File: src/rtl/ma_dm_arbiter.sv
// ma_dm_arbiter: round-robin arbiter that serialises register-file requesters onto one datamover, one transaction at a time
module ma_dm_arbiter #(
    parameter int NUM_REQ        = 6,
    parameter int DDR4_ADDRWIDTH = 36,
    parameter int BRAM_ADDRWIDTH = 10,
    parameter int BTT_WIDTH      = 15,
    parameter int TIMEOUT_CYCLES = 4096
) (
    input  logic                               clk,
    input  logic                               rst,
    input  logic                               ddr4_linkup_i,
    input  logic [NUM_REQ-1:0]                 req_valid_i,
    output logic [NUM_REQ-1:0]                 req_ready_o,
    input  logic [NUM_REQ-1:0]                 req_write_i,
    input  logic [NUM_REQ*DDR4_ADDRWIDTH-1:0]  req_addr_i,
    input  logic [NUM_REQ*BRAM_ADDRWIDTH-1:0]  req_bram_addr_i,
    input  logic [NUM_REQ*BTT_WIDTH-1:0]       req_btt_i,
    output logic [NUM_REQ-1:0]                 done_o,
    output logic [NUM_REQ-1:0]                 err_o,
    output logic                               cmd_valid_o,
    input  logic                               cmd_ready_i,
    output logic                               cmd_write_o,
    output logic [DDR4_ADDRWIDTH-1:0]          cmd_addr_o,
    output logic [BRAM_ADDRWIDTH-1:0]          cmd_bram_addr_o,
    output logic [BTT_WIDTH-1:0]               cmd_btt_o,
    input  logic                               sts_valid_i,
    input  logic                               sts_ok_i,
    output logic                               sts_ready_o,
    output logic                               busy_o,
    output logic                               stray_sts_o
);
    localparam int PW = $clog2(NUM_REQ);
    localparam int IW = PW + 1;
    localparam int WW = $clog2(TIMEOUT_CYCLES);
    localparam logic [1:0] IDLE = 2'd0, ISSUE = 2'd1, WAIT_STS = 2'd2;

    logic [1:0]    state;
    logic [PW-1:0] rr_ptr, grant, win;
    logic [IW-1:0] idx;
    logic [WW-1:0] wd;
    logic          any_valid, accept;

    // Scan from the highest offset down so the lowest offset from rr_ptr wins last
    always_comb begin
        win = '0;
        any_valid = 1'b0;
        idx = '0;
        for (int k = NUM_REQ - 1; k >= 0; k--) begin
            idx = {1'b0, rr_ptr} + IW'(k);
            idx = (idx >= IW'(NUM_REQ)) ? idx - IW'(NUM_REQ) : idx;
            if (req_valid_i[idx[PW-1:0]]) begin
                win = idx[PW-1:0];
                any_valid = 1'b1;
            end
        end
    end

    assign accept      = (state == IDLE) && ddr4_linkup_i && any_valid;
    assign req_ready_o = accept ? (NUM_REQ'(1) << win) : '0;
    assign cmd_valid_o = state == ISSUE;
    assign sts_ready_o = state != ISSUE;
    assign busy_o      = state != IDLE;

    always_ff @(posedge clk or posedge rst) begin
        if (rst) begin
            state           <= IDLE;
            rr_ptr          <= '0;
            grant           <= '0;
            wd              <= '0;
            stray_sts_o     <= 1'b0;
            done_o          <= '0;
            err_o           <= '0;
            cmd_write_o     <= 1'b0;
            cmd_addr_o      <= '0;
            cmd_bram_addr_o <= '0;
            cmd_btt_o       <= '0;
        end else begin
            done_o <= '0;
            err_o  <= '0;
            case (state)
                IDLE: begin
                    if (sts_valid_i) stray_sts_o <= 1'b1;
                    if (accept) begin
                        grant  <= win;
                        rr_ptr <= (win == PW'(NUM_REQ - 1)) ? '0 : win + 1'b1;
                        state  <= ISSUE;
                        for (int i = 0; i < NUM_REQ; i++) begin
                            if (win == PW'(i)) begin
                                cmd_write_o     <= req_write_i[i];
                                cmd_addr_o      <= req_addr_i[i*DDR4_ADDRWIDTH +: DDR4_ADDRWIDTH];
                                cmd_bram_addr_o <= req_bram_addr_i[i*BRAM_ADDRWIDTH +: BRAM_ADDRWIDTH];
                                cmd_btt_o       <= req_btt_i[i*BTT_WIDTH +: BTT_WIDTH];
                            end
                        end
                    end
                end
                ISSUE: begin
                    if (cmd_ready_i) begin
                        state <= WAIT_STS;
                        wd    <= '0;
                    end
                end
                WAIT_STS: begin
                    // A real status wins over a watchdog expiry landing in the same cycle
                    if (sts_valid_i || wd == WW'(TIMEOUT_CYCLES - 1)) begin
                        done_o <= NUM_REQ'(1) << grant;
                        err_o  <= (sts_valid_i && sts_ok_i) ? '0 : (NUM_REQ'(1) << grant);
                        state  <= IDLE;
                    end else begin
                        wd <= wd + 1'b1;
                    end
                end
                default: state <= IDLE;
            endcase
        end
    end
endmodule

File: config.mk
export PLATFORM = sky130hd
export DESIGN_NAME = ma_dm_arbiter
export DESIGN_NICKNAME = d
export VERILOG_FILES = /design/src/rtl/ma_dm_arbiter.sv
export SDC_FILE = /design/constraint.sdc
export NUM_CORES = 1
export LEC_CHECK = 0
export ABC_AREA = 1
export CORE_AREA = 2 2 180 182
export DETAILED_ROUTE_END_ITERATION = 6
export DIE_AREA = 0 0 182 184
export GPL_TIMING_DRIVEN = 0
export SYNTH_ARGS = -nofsm -noshare
export SYNTH_HDL_FRONTEND = slang
export SYNTH_SLANG_ARGS = --single-unit
export TNS_END_PERCENT = 100
File: constraint.sdc
create_clock -name clk -period 4.5 [get_ports clk]
set_input_delay 0.9 -clock clk [delete_from_list [all_inputs] [get_ports clk]]
set_output_delay 0.9 -clock clk [all_outputs]
set_load 0.01 [all_outputs]
# --- Yosys cells after proc, flatten, opt, wreduce, memory -nomap -nowiden ---
# Cells that the tools add are included.
totals:
  word_cells: 133
  in_bits: 384
  out_inout_bits: 84
  regBits: 95
op_classes:
  order_cmp: 12
  n_shift: 2
  n_reduce_logical: 14
  add_sub_neg: 13
  n_eq_ne: 13
  n_mux: 68
op_table:
  columns: ["operator", "count"]
  rows:
  - ["2-to-1 mux 36 bit", 6]
  - ["2-to-1 mux 15 bit", 6]
  - ["2-to-1 mux 10 bit", 6]
  - ["2-to-1 mux 3 bit", 13]
  - ["2-to-1 mux 6 bit", 6]
  - ["< comparator 3 x 4 -> 1 bit, second input constant", 6]
  - ["2-to-1 mux 12 bit", 2]
  - ["one-hot mux 12 bit (2 select lines)", 1]
  - ["greater-or-equal comparator 4 x 3 -> 1 bit, second input constant", 5]
  - ["binary-select mux 1 bit (select 3 bit)", 6]
  - ["2-to-1 mux 1 bit", 18]
  - ["subtractor 3 bit, second input constant", 6]
  - ["adder 12 x 1 -> 12 bit, second input constant", 1]
  - ["== test 12 bit, second input constant", 1]
  - ["<< shifter 1 x 3 -> 6 bit, first input constant", 2]
  - ["AND reduction 3 bit", 3]
  - ["adder 3 x 2 -> 4 bit, second input constant", 2]
  - ["adder 3 x 3 -> 4 bit, second input constant", 2]
  - ["== test 3 x 2 -> 1 bit, second input constant", 2]
  - ["== test 3 bit, second input constant", 2]
  - ["2-to-1 mux 2 bit", 3]
  - ["!= test 2 bit, second input constant", 3]
  - ["one-hot mux 2 bit (3 select lines)", 1]
  - ["nonzero test 6 bit", 1]
  - ["other kinds (13)", 18]

# --- Depth between registers and ports, before layout ---
# Gate-level depths: netlist (run 1).
logic_depth:
  depth_word: 18
  depth_mapped: 29
  mapped_depth_nobuf: 28

# --- Worst setup path before layout (run 1) ---
# Ideal clock, no wire load.
synth_timing:
  kind: "register to output"
  startpoint: "register rr_ptr[1]"
  endpoint: "output port req_ready_o[3]"
  arrival_ps: 2992
  stages_incl_launch_ff: 21
  setup_slack_ps: 608
  n_path_buf: 2
  t_required_ps: 3600
  path_cell_list: "dfrtp_1 > inv_1 > ha_1 > o21ai_0 > nand2_1 > nand2_1 > nand2_1 > nand3_1 > nand2_1 > nand2_1 > nand2_1 > nand2_1 > nand2_1 > nand2_1 > nand2_1 > nand2_1 > clkbuf_1 > ha_1 > inv_2 > clkbuf_1 > nor2_1"
synth_between:
  elab_chain_len: 13
  elab_cells_between_ends: 50
  cone_classes: "add/sub: 11; order compare: 6; shift: 1; mux: 31; reduce/logical: 1"
synth_lines:
  columns: ["element", "line_no", "text"]
  rows:
  - ["start: declaration", "38", "logic [PW-1:0] rr_ptr, grant, win;"]
  - ["start signal: assignment", "85", "rr_ptr <= (win == PW'(NUM_REQ - 1)) ? '0 : win + 1'b1;"]
  - ["adder 3 x 3 -> 4 bit", "49", "idx = {1'b0, rr_ptr} + IW'(k);"]
  - ["greater-or-equal comparator 4 x 3 -> 1 bit / subtractor 3 bit (equally long branches)", "50", "idx = (idx >= IW'(NUM_REQ)) ? idx - IW'(NUM_REQ) : idx;"]
  - ["2-to-1 mux 3 bit", "50", null]
  - ["binary-select mux 1 bit (select 3 bit)", "51", "if (req_valid_i[idx[PW-1:0]]) begin"]
  - ["2-to-1 mux 1 bit (not written as such)", "51", null]
  - ["2-to-1 mux 3 bit / 2-to-1 mux 1 bit (equally long branches) (6 in a row)", "51", null]
  - ["<< shifter 1 x 3 -> 6 bit / logical AND 1 bit (equally long branches)", "59, 58", null]
  - ["2-to-1 mux 6 bit (*)", "59", "assign req_ready_o = accept ? (NUM_REQ'(1) << win) : '0;"]
  - ["end: declaration", "13", "output logic [NUM_REQ-1:0] req_ready_o,"]
# Mark *: on every way between the ends. The rest lies on a longest branch, timed or not. The select of a mux whose other input is x is not followed.

# --- Worst setup path after layout (run 1) ---
layout_timing:
  startpoint: "input port req_valid_i[3]"
  endpoint: "output port req_ready_o[3]"
layout_between:
  elab_chain_len: 10
  elab_cells_between_ends: 27
  cone_classes: "shift: 1; mux: 25; reduce/logical: 1"
layout_lines:
  columns: ["element", "line_no", "text"]
  rows:
  - ["start: declaration", "12", "input logic [NUM_REQ-1:0] req_valid_i,"]
  - ["binary-select mux 1 bit (select 3 bit)", "51", null]
  - ["2-to-1 mux 1 bit (not written as such)", "51", null]
  - ["2-to-1 mux 3 bit / 2-to-1 mux 1 bit (equally long branches) (6 in a row)", "51", null]
  - ["<< shifter 1 x 3 -> 6 bit / logical AND 1 bit (equally long branches)", "59, 58", null]
  - ["2-to-1 mux 6 bit (*)", "59", null]
# Marked as above.

==> results.py, run 1 <==
metrics = {
    "outcome": {
        "status": "finished, final reports clean",
    },
    "global_routing": {
        "grt_pass1_vias": 11500,
        "initial_antenna_violation_count": 2,
        "track_usage_pct": 25.5,
        "grt_first_pass_wirelength_um": 65400,
        "grt_start_max_net_pins": 58,
        "globalRoute.totalOverflow": 0,
    },
    "critical_path": {
        "worst-r2r-setup-slack_ps": 430,
        "timing.critical_path.arrival_ps": 3430,
        "worstPathMaxFanout": 10,
        "timing.rr.start": "rr_ptr[1]",
        "crit_required_ps": 3600,
        "r2r_end": "cmd_addr_o[17]",
        "crit_path_end_kind": "output port",
        "worst_setup_path_class": "primary input to output port",
        "critPathLaunchType": "primary input",
        "reg2regPathDepth": 24,
    },
    "floorplanning": {
        "floorplan.initialDensity_pct": 28.5,
        "row_count": 65,
        "chipWidth_um": 182,
        "io_pins": 468,
        "placeableCoreArea_um2": 31400,
        "floorplan.die.height_um": 184,
        "die_area_um2": 33500,
    },
    "synth": {
        "post_synth_instance_area_um2": 8950,
        "synth_area_per_cell_um2": 5.41,
        "synth_cell_types": 39,
        "simple_gate_fraction_of_synth_area_pct": 50.6,
        "synthAdderAreaFrac_pct": 1.54,
        "yosysSeqAreaShare_pct": 26.5,
        "synth_cells": 1654,
        "synth_compound_area_share_pct": 6.09,
        "syn_nets": 2049,
        "post_synth_xor_area_fraction_pct": 0.391,
        "postSynthRegisterBits": 95,
        "synth_top_family_by_area": "simple AND/OR/NAND/NOR gates",
        "mux_cell_area_share_after_synthesis_pct": 0,
        "synth_warnings": 0,
    },
    "clock_network": {
        "cts.reportedPaths.clkPinSlew_ps": 70,
        "clock-root-buffer": "sky130_fd_sc_hd__clkbuf_16",
        "cts.sink_count": 95,
        "cts_htree_levels": 3,
        "clk_path_buf_depth": 2,
        "clk-insertion-delay-late_ps": 360,
        "tritoncts.num_buffers": 9,
        "cts_tree": "yes",
    },
    "route": {
        "finalWirelength_um": 43900,
        "post-route-drc-count": 0,
        "drtAntennaViolNets": 0,
        "routedWlPerCell_um": 17.2,
        "detail_route.vias_per_cell": 4.68,
        "routed-via-count": 12000,
        "first_iter_violations": 602,
        "drt_pass1_iterations": 5,
    },
    "sta": {
        "timing.final.max_slew_violations": 0,
        "hold_viol_final": 0,
        "finClkSkew_ps": 9.52,
        "fin_hold_ws_ps": 478,
        "clock.fmax_ghz": 0.231,
        "slew_headroom_pct": 41.8,
        "final.period_utilization_pct": 96.3,
        "timing_worst_slew_pin_value_ps": 870,
        "finalSetupViolCount": 0,
        "final.min_clock_period_ps": 4330,
    },
    "placement": {
        "place.gp.congestion": 0.932,
        "io_buffers": 467,
        "dp_hpwl_um": 34800,
    },
    "finish": {
        "area.growth.synth_to_final_pct": 63.9,
        "layout.core_utilization_pct": 46.8,
        "post_route_cells_drive_above_1_share_pct": 5.67,
        "nets": 2543,
        "fillerInstances": 3361,
    },
    "worst_hold_path": {
        "holdPathStages": 2,
        "min_from": "cmd_btt_o[6]",
        "min_delay_worst_endpoint": "cmd_btt_o[6]",
        "class_of_the_worst_hold_path": "register to register",
    },
    "flow_run": {
        "cap_violations": 0,
    },
}
what timing repair did:
action	in CTS	in global routing
hold endpoints to repair	0	0
gates resized for setup	37	18
pin swaps	2	6
endpoints found under the setup margin	56	49
buffers inserted	6	13
hold buffers	0	0
layer usage:
layer / vias to the layer above / GRT usage [%] / routed length (µm)
li1: 6026 / - / -
met1: 5382 / 31.1 / 18100
met2: 499 / 44.5 / 21100
met3: 66 / 6.24 / 3610
met4: 0 / 7.19 / 1120
met5: - / 0 / 0
layout make-up:
type,count,area (µm²),share of cell area (%)
antenna,2,5.00,0.0341
buffer,88,428,2.92
clock buffer,9,225,1.53
clock inverter,6,76.3,0.520
inverter,241,917,6.25
multi-input combinational,1226,5310,36.2
sequential,95,2380,16.2
tap,402,503,3.43
timing repair buffer,487,4830,32.9
Yosys cell counts (all sizes together):
cell type	count	area, µm²
nand2	652	2450
nor2	275	1030
inv	240	901
dfrtp	95	2380
nand3	88	445
a21oi	70	362
nand4	66	413
buf	55	289
clkbuf	37	139
o21ai	18	93.8
nor3	15	86.3
ha	11	138
nor4	8	50.1
o21bai	4	30.0
xor2	3	26.3
nand3b	2	15.0
o21a	2	15.0
or2	2	12.5
a221oi	1	8.76
a311oi	1	8.76
a31oi	1	6.26
and2	1	6.26
and3	1	6.26
clkinv	1	3.75
nor3b	1	7.51
o211ai	1	7.51
o22ai	1	6.26
o31ai	1	7.51
xnor2	1	8.76
logic make-up after synthesis:
| family | after synthesis |
|---|---|
| adders and majority gates | 11 |
| AOI/OAI and AO/OA | 100 |
| buffers and inverters | 333 |
| and+or+nand+nor | 1111 |
| DFF | 95 |
| xor gates and xnor gates | 4 |
state kept, by name (all words and copies together), names as in the netlist:
| register | count |
|---|---|
| cmd_bram_addr_o | 10 |
| cmd_write_o | 1 |
| state | 2 |
| stray_sts_o | 1 |
| done_o | 6 |
| cmd_btt_o | 15 |
| grant | 3 |
| rr_ptr | 3 |
| cmd_addr_o | 36 |
| wd | 12 |
| err_o | 6 |
worst max-delay path, cell delays in order:
cell and delay (ps):
sky130_fd_sc_hd__clkdlybuf4s50_1 450, sky130_fd_sc_hd__inv_1 50, sky130_fd_sc_hd__o21ai_2 210, sky130_fd_sc_hd__inv_1 80, sky130_fd_sc_hd__nand3_1 100, sky130_fd_sc_hd__nand3_2 110, sky130_fd_sc_hd__or2_2 290, sky130_fd_sc_hd__nand2_1 70
sky130_fd_sc_hd__nand2_1 60, sky130_fd_sc_hd__nand2_2 100, sky130_fd_sc_hd__nand2_1 100, sky130_fd_sc_hd__nand2_4 110, sky130_fd_sc_hd__nand2_1 90, sky130_fd_sc_hd__inv_2 70, sky130_fd_sc_hd__ha_4 150, sky130_fd_sc_hd__inv_6 70
sky130_fd_sc_hd__clkbuf_8 170, sky130_fd_sc_hd__nor2_1 100, sky130_fd_sc_hd__buf_2 150
metrics by stage:
stage,setup slack (ps),std cells,area (µm²),TNS (ps)
finish,167,2556,14700,0
CTS,-13.7,2542,14600,-13.7
global placement,-1090,2523,14100,-94970
floorplan,608,1654,8950,0
detailed placement,-1150,2524,14200,-23550
global route,-17.2,2555,14700,-32.4
cell usage in the layout (no fill, tap or decap), types with 2 or more instances in the layout:
cell type and count:
sky130_fd_sc_hd__clkbuf_16 9, sky130_fd_sc_hd__buf_4 30, sky130_fd_sc_hd__o21ai_0 9, sky130_fd_sc_hd__o21ai_2 3, sky130_fd_sc_hd__o21ai_1 6, sky130_fd_sc_hd__ha_2 2, sky130_fd_sc_hd__nand2_4 2, sky130_fd_sc_hd__diode_2 2
sky130_fd_sc_hd__nand4_1 66, sky130_fd_sc_hd__ha_1 8, sky130_fd_sc_hd__dfrtp_2 3, sky130_fd_sc_hd__o21a_1 2, sky130_fd_sc_hd__nand3_1 86, sky130_fd_sc_hd__clkbuf_1 32, sky130_fd_sc_hd__dlygate4sd2_1 2, sky130_fd_sc_hd__inv_6 5
sky130_fd_sc_hd__xor2_1 3, sky130_fd_sc_hd__inv_1 228, sky130_fd_sc_hd__a21oi_1 68, sky130_fd_sc_hd__clkdlybuf4s50_1 462, sky130_fd_sc_hd__dfrtp_1 92, sky130_fd_sc_hd__nor3_1 14, sky130_fd_sc_hd__nand2_1 645, sky130_fd_sc_hd__nand2_2 5
sky130_fd_sc_hd__nor4_1 8, sky130_fd_sc_hd__buf_2 38, sky130_fd_sc_hd__clkbuf_2 2, sky130_fd_sc_hd__o21bai_1 4, sky130_fd_sc_hd__nand3b_1 2, sky130_fd_sc_hd__inv_2 9, sky130_fd_sc_hd__nor2_1 275, sky130_fd_sc_hd__buf_1 7
how the worst max path moves through the flow:
| stage | endpoint | slack [ps] | depth (start not counted) | startpoint |
|---|---|---|---|---|
| after floorplan | req_ready_o[3] | 610 | 20 | rr_ptr[1] |
| after global placement | req_ready_o[5] | -1090 | 18 | req_valid_i[3] |
| after detailed placement | req_ready_o[5] | -1150 | 18 | req_valid_i[3] |
| after CTS | req_ready_o[1] | -10 | 14 | rr_ptr[1] |
| after global routing | req_ready_o[2] | -20 | 16 | req_valid_i[3] |
| final | req_ready_o[3] | 170 | 19 | req_valid_i[3] |
Power of run 1 is not shown: default switching activity piles up to over one toggle a cycle in this logic, so the estimate is an artifact.
==> run 2: changes to the inputs <==
Settings changed: ABC_AREA 1 to unset, CORE_AREA 2 2 180 182 to 2 2 182 184, DIE_AREA 0 0 182 184 to 0 0 184 186.
==> run 2 against run 1 <==
Effect of this change:
- clock-buffer cell count is the same
- highest routed layer is now met5
- clock skew grew 2.1 ps
- sequential cell count is the same
- area after synthesis grew 2.8%
- worst hold slack lost 13 ps
- die area grew 2.2%
- critical path depth shrank 1
- design area grew 7.5%
- first-iteration DRC count grew 40%
- sequential share of layout area shrank 1.1 points
- wire length grew 19%
- setup slack lost 160 ps
==> results.py, run 2 <==
metrics = {
    "clock_network": {
        "cts.sink_count": 95,
        "clock-root-buffer": "sky130_fd_sc_hd__clkbuf_16",
        "clk_path_buf_depth": 2,
        "clk-insertion-delay-late_ps": 360,
        "cts.reportedPaths.clkPinSlew_ps": 70,
        "cts.hold.buffers_added": 0,
        "tritoncts.num_buffers": 9,
        "cts_tree": "yes",
        "cts_htree_levels": 3,
    },
    "route": {
        "routed_length_on_met2_um": 26100,
        "routed-via-count": 11700,
        "dr.max_layer_used": "met5",
        "finalWirelength_um": 52100,
        "met1Wirelength_um": 20700,
        "routedWlPerCell_um": 25.8,
        "met3_length_um": 4160,
        "drt_pass1_iterations": 5,
        "detail_route.vias_per_cell": 5.78,
        "drtAntennaViolNets": 0,
        "post-route-drc-count": 0,
        "first_iter_violations": 843,
    },
    "synth": {
        "post_synth_instance_area_um2": 9210,
        "postSynthRegisterBits": 95,
        "synth_area_per_cell_um2": 8.62,
        "ys_async_rst_share_pct": 100,
        "synth_warnings": 0,
        "post-synth-top-area-cell": "sky130_fd_sc_hd__dfrtp_1",
        "synth_compound_area_share_pct": 31.9,
        "synth_cell_types": 65,
        "synth_area_leaders": "sky130_fd_sc_hd__dfrtp_1 (26%), sky130_fd_sc_hd__or3_1 (13%), sky130_fd_sc_hd__o41ai_2 (11%)",
        "yosys.area.top_type_share_pct": 25.8,
        "synthAdderAreaFrac_pct": 1.49,
        "yosysSeqAreaShare_pct": 25.8,
        "simple_gate_fraction_of_synth_area_pct": 29.7,
        "post_synth_xor_area_fraction_pct": 1.52,
        "synth_most_common_cell": "sky130_fd_sc_hd__or3_1",
        "synth_cells": 1068,
        "synthTopCellsByCount": "sky130_fd_sc_hd__or3_1 (187), sky130_fd_sc_hd__dfrtp_1 (95), sky130_fd_sc_hd__nand2_1 (86), sky130_fd_sc_hd__nor3_1 (67), sky130_fd_sc_hd__and3_1 (66)",
        "syn_nets": 1463,
        "synth_top_family_by_area": "compound AO/OA/AOI/OAI gates",
        "synth-edff-count": 0,
        "yosys_most_used_dff": "sky130_fd_sc_hd__dfrtp_1",
        "mux_cell_area_share_after_synthesis_pct": 2.27,
    },
    "floorplanning": {
        "chipWidth_um": 184,
        "die_area_um2": 34200,
        "row_count": 66,
        "floorplan.die.height_um": 186,
        "placeableCoreArea_um2": 32200,
        "io_pins": 468,
        "floorplan.initialDensity_pct": 28.6,
    },
    "finish": {
        "largest_register": "cmd_addr_o",
        "most-common-layout-cells": "sky130_fd_sc_hd__clkdlybuf4s50_1 (455), sky130_fd_sc_hd__or3_1 (186), sky130_fd_sc_hd__dfrtp_1 (92)",
        "largest_register_ffs": 36,
        "post_route_cells_drive_above_1_share_pct": 18.5,
        "top_regs": "cmd_addr_o: 36 flops, cmd_btt_o: 15 flops, wd: 12 flops",
        "fillerInstances": 3138,
        "post-route-cell-area_um2": 15800,
        "area.growth.synth_to_final_pct": 71.4,
        "layout_commonest_cell": "sky130_fd_sc_hd__clkdlybuf4s50_1",
        "nets": 1997,
    },
    "placement": {
        "place.gp.congestion": 0.920,
        "postPlaceCellArea_um2": 14500,
        "io_buffers": 467,
        "dp_hpwl_um": 39200,
    },
    "critical_path": {
        "crit_path_end_kind": "output port",
        "worst_setup_path_class": "register to output port",
        "worstPathMaxFanout": 7,
        "critPathLaunchType": "register",
        "timing.rr.start": "rr_ptr[1]",
        "r2r_end": "cmd_bram_addr_o[1]",
        "worstPathCellList": "clkinvlp_4 > buf_6 > ha_4 > a21o_4 > mux2i_1 > a211oi_2 > buf_4 > or3b_4 > o221ai_2 > a21o_1 > buf_12 > clkinv_16 > buf_8 > ha_4 > inv_8 > clkbuf_16 > nor2_4 > buf_6",
        "reg2regPathDepth": 20,
        "crit_required_ps": 3600,
        "cpMaxStageDelayCell": "sky130_fd_sc_hd__dfrtp_2",
        "path_buf_inv": 9,
        "cpPeakStageDelay_ps": 450,
        "worst-r2r-setup-slack_ps": 60,
        "critPathTopFamily": "buffers and inverters",
        "timing.critical_path.arrival_ps": 3600,
    },
    "worst_hold_path": {
        "min_from": "stray_sts_o",
        "min_delay_worst_endpoint": "stray_sts_o",
        "class_of_the_worst_hold_path": "register to register",
        "holdPathStages": 1,
    },
    "global_routing": {
        "grt_first_pass_wirelength_um": 74400,
        "initial_antenna_violation_count": 5,
        "grt_pass1_vias": 11800,
        "grt_start_max_net_pins": 61,
        "globalRoute.totalOverflow": 0,
        "track_usage_pct": 29.2,
    },
    "sta": {
        "hold_viol_final": 0,
        "timing.final.max_slew_violations": 0,
        "grt_setup_unrepaired": "yes",
        "final.min_clock_period_ps": 4500,
        "timing_worst_slew_pin_value_ps": 794,
        "finalSetupViolCount": 0,
        "finClkSkew_ps": 11.7,
        "slew_headroom_pct": 46.4,
        "clock.fmax_ghz": 0.222,
        "final.period_utilization_pct": 99.9,
    },
    "flow_run": {
        "cap_violations": 0,
    },
    "outcome": {
        "status": "finished, final reports clean",
    },
}
run 2: worst register-to-register path, stage by stage, from the launching register on:
cell and delay (ps):
sky130_fd_sc_hd__dfrtp_2 450, sky130_fd_sc_hd__clkinvlp_4 170, sky130_fd_sc_hd__buf_6 150, sky130_fd_sc_hd__ha_4 150
sky130_fd_sc_hd__a21o_4 210, sky130_fd_sc_hd__mux2i_1 130, sky130_fd_sc_hd__a211oi_2 210, sky130_fd_sc_hd__buf_4 180
sky130_fd_sc_hd__or3b_4 380, sky130_fd_sc_hd__o221ai_2 130, sky130_fd_sc_hd__a21o_1 170, sky130_fd_sc_hd__buf_12 150
sky130_fd_sc_hd__clkinv_16 80, sky130_fd_sc_hd__buf_8 130, sky130_fd_sc_hd__ha_4 170, sky130_fd_sc_hd__inv_8 70
sky130_fd_sc_hd__buf_4 230, sky130_fd_sc_hd__clkbuf_1 460, sky130_fd_sc_hd__or3_1 200, sky130_fd_sc_hd__o311ai_0 200
sky130_fd_sc_hd__o41ai_2 290
run 2: through the flow:
stage | cells | hold WS (ps) | setup TNS (ps) | util, % | worst slack, ps
finish | 2018 | 465 | 0 | 49.0 | 4.09
global route | 2018 | 479 | -416 | 49.0 | -93.0
CTS | 2002 | 467 | -105 | 48.3 | -94.9
detailed placement | 1944 | 450 | -95230 | 44.9 | -2220
global placement | 1943 | 443 | -180210 | 44.8 | -2190
floorplan | 1068 | 444 | 0 | - | 2.63
run 2: final cells by class:
class | count | area, µm² | share of cell area (%)
Clock inverter | 7 | 104 | 0.658
Antenna cell | 3 | 7.51 | 0.0476
Buffer | 116 | 721 | 4.57
Inverter | 13 | 100 | 0.634
Tap cell | 408 | 510 | 3.24
Sequential cell | 95 | 2380 | 15.1
Timing Repair Buffer | 532 | 5210 | 33.0
Clock buffer | 9 | 225 | 1.43
Multi-Input combinational cell | 835 | 6520 | 41.3
run 2: repair_timing:
action                     CTS  global route
pin swaps                   21            29
setup endpoints to repair   68            62
buffers inserted            47            19
gates resized for setup    129            35
cloned                       0             0
run 2: cells by family after synthesis:
kind of cell | Yosys count
xor+xnor | 16
buf+inv | 138
mux | 17
simple gates | 497
fa+ha+maj | 11
flops | 95
compound gates | 294
run 2: how the worst max path moves through the flow:
stage	startpoint	to	cells past startpoint
after floorplan	rr_ptr[0]	req_ready_o[3]	20
after global placement	req_valid_i[0]	req_ready_o[3]	16
after detailed placement	req_valid_i[0]	req_ready_o[3]	16
after CTS	rr_ptr[0]	req_ready_o[3]	20
after global routing	rr_ptr[1]	req_ready_o[3]	18
final	rr_ptr[1]	req_ready_o[3]	18
run 2: metal layers:
metal | track usage [%] | vias to the layer above
met1 | 35.2 | 5737
met4 | 7.68 | 4
met5 | 0 | -
met3 | 6.44 | 74
met2 | 52.2 | 571
li1 | - | 5275
Power of run 2 is left out for the same reason.
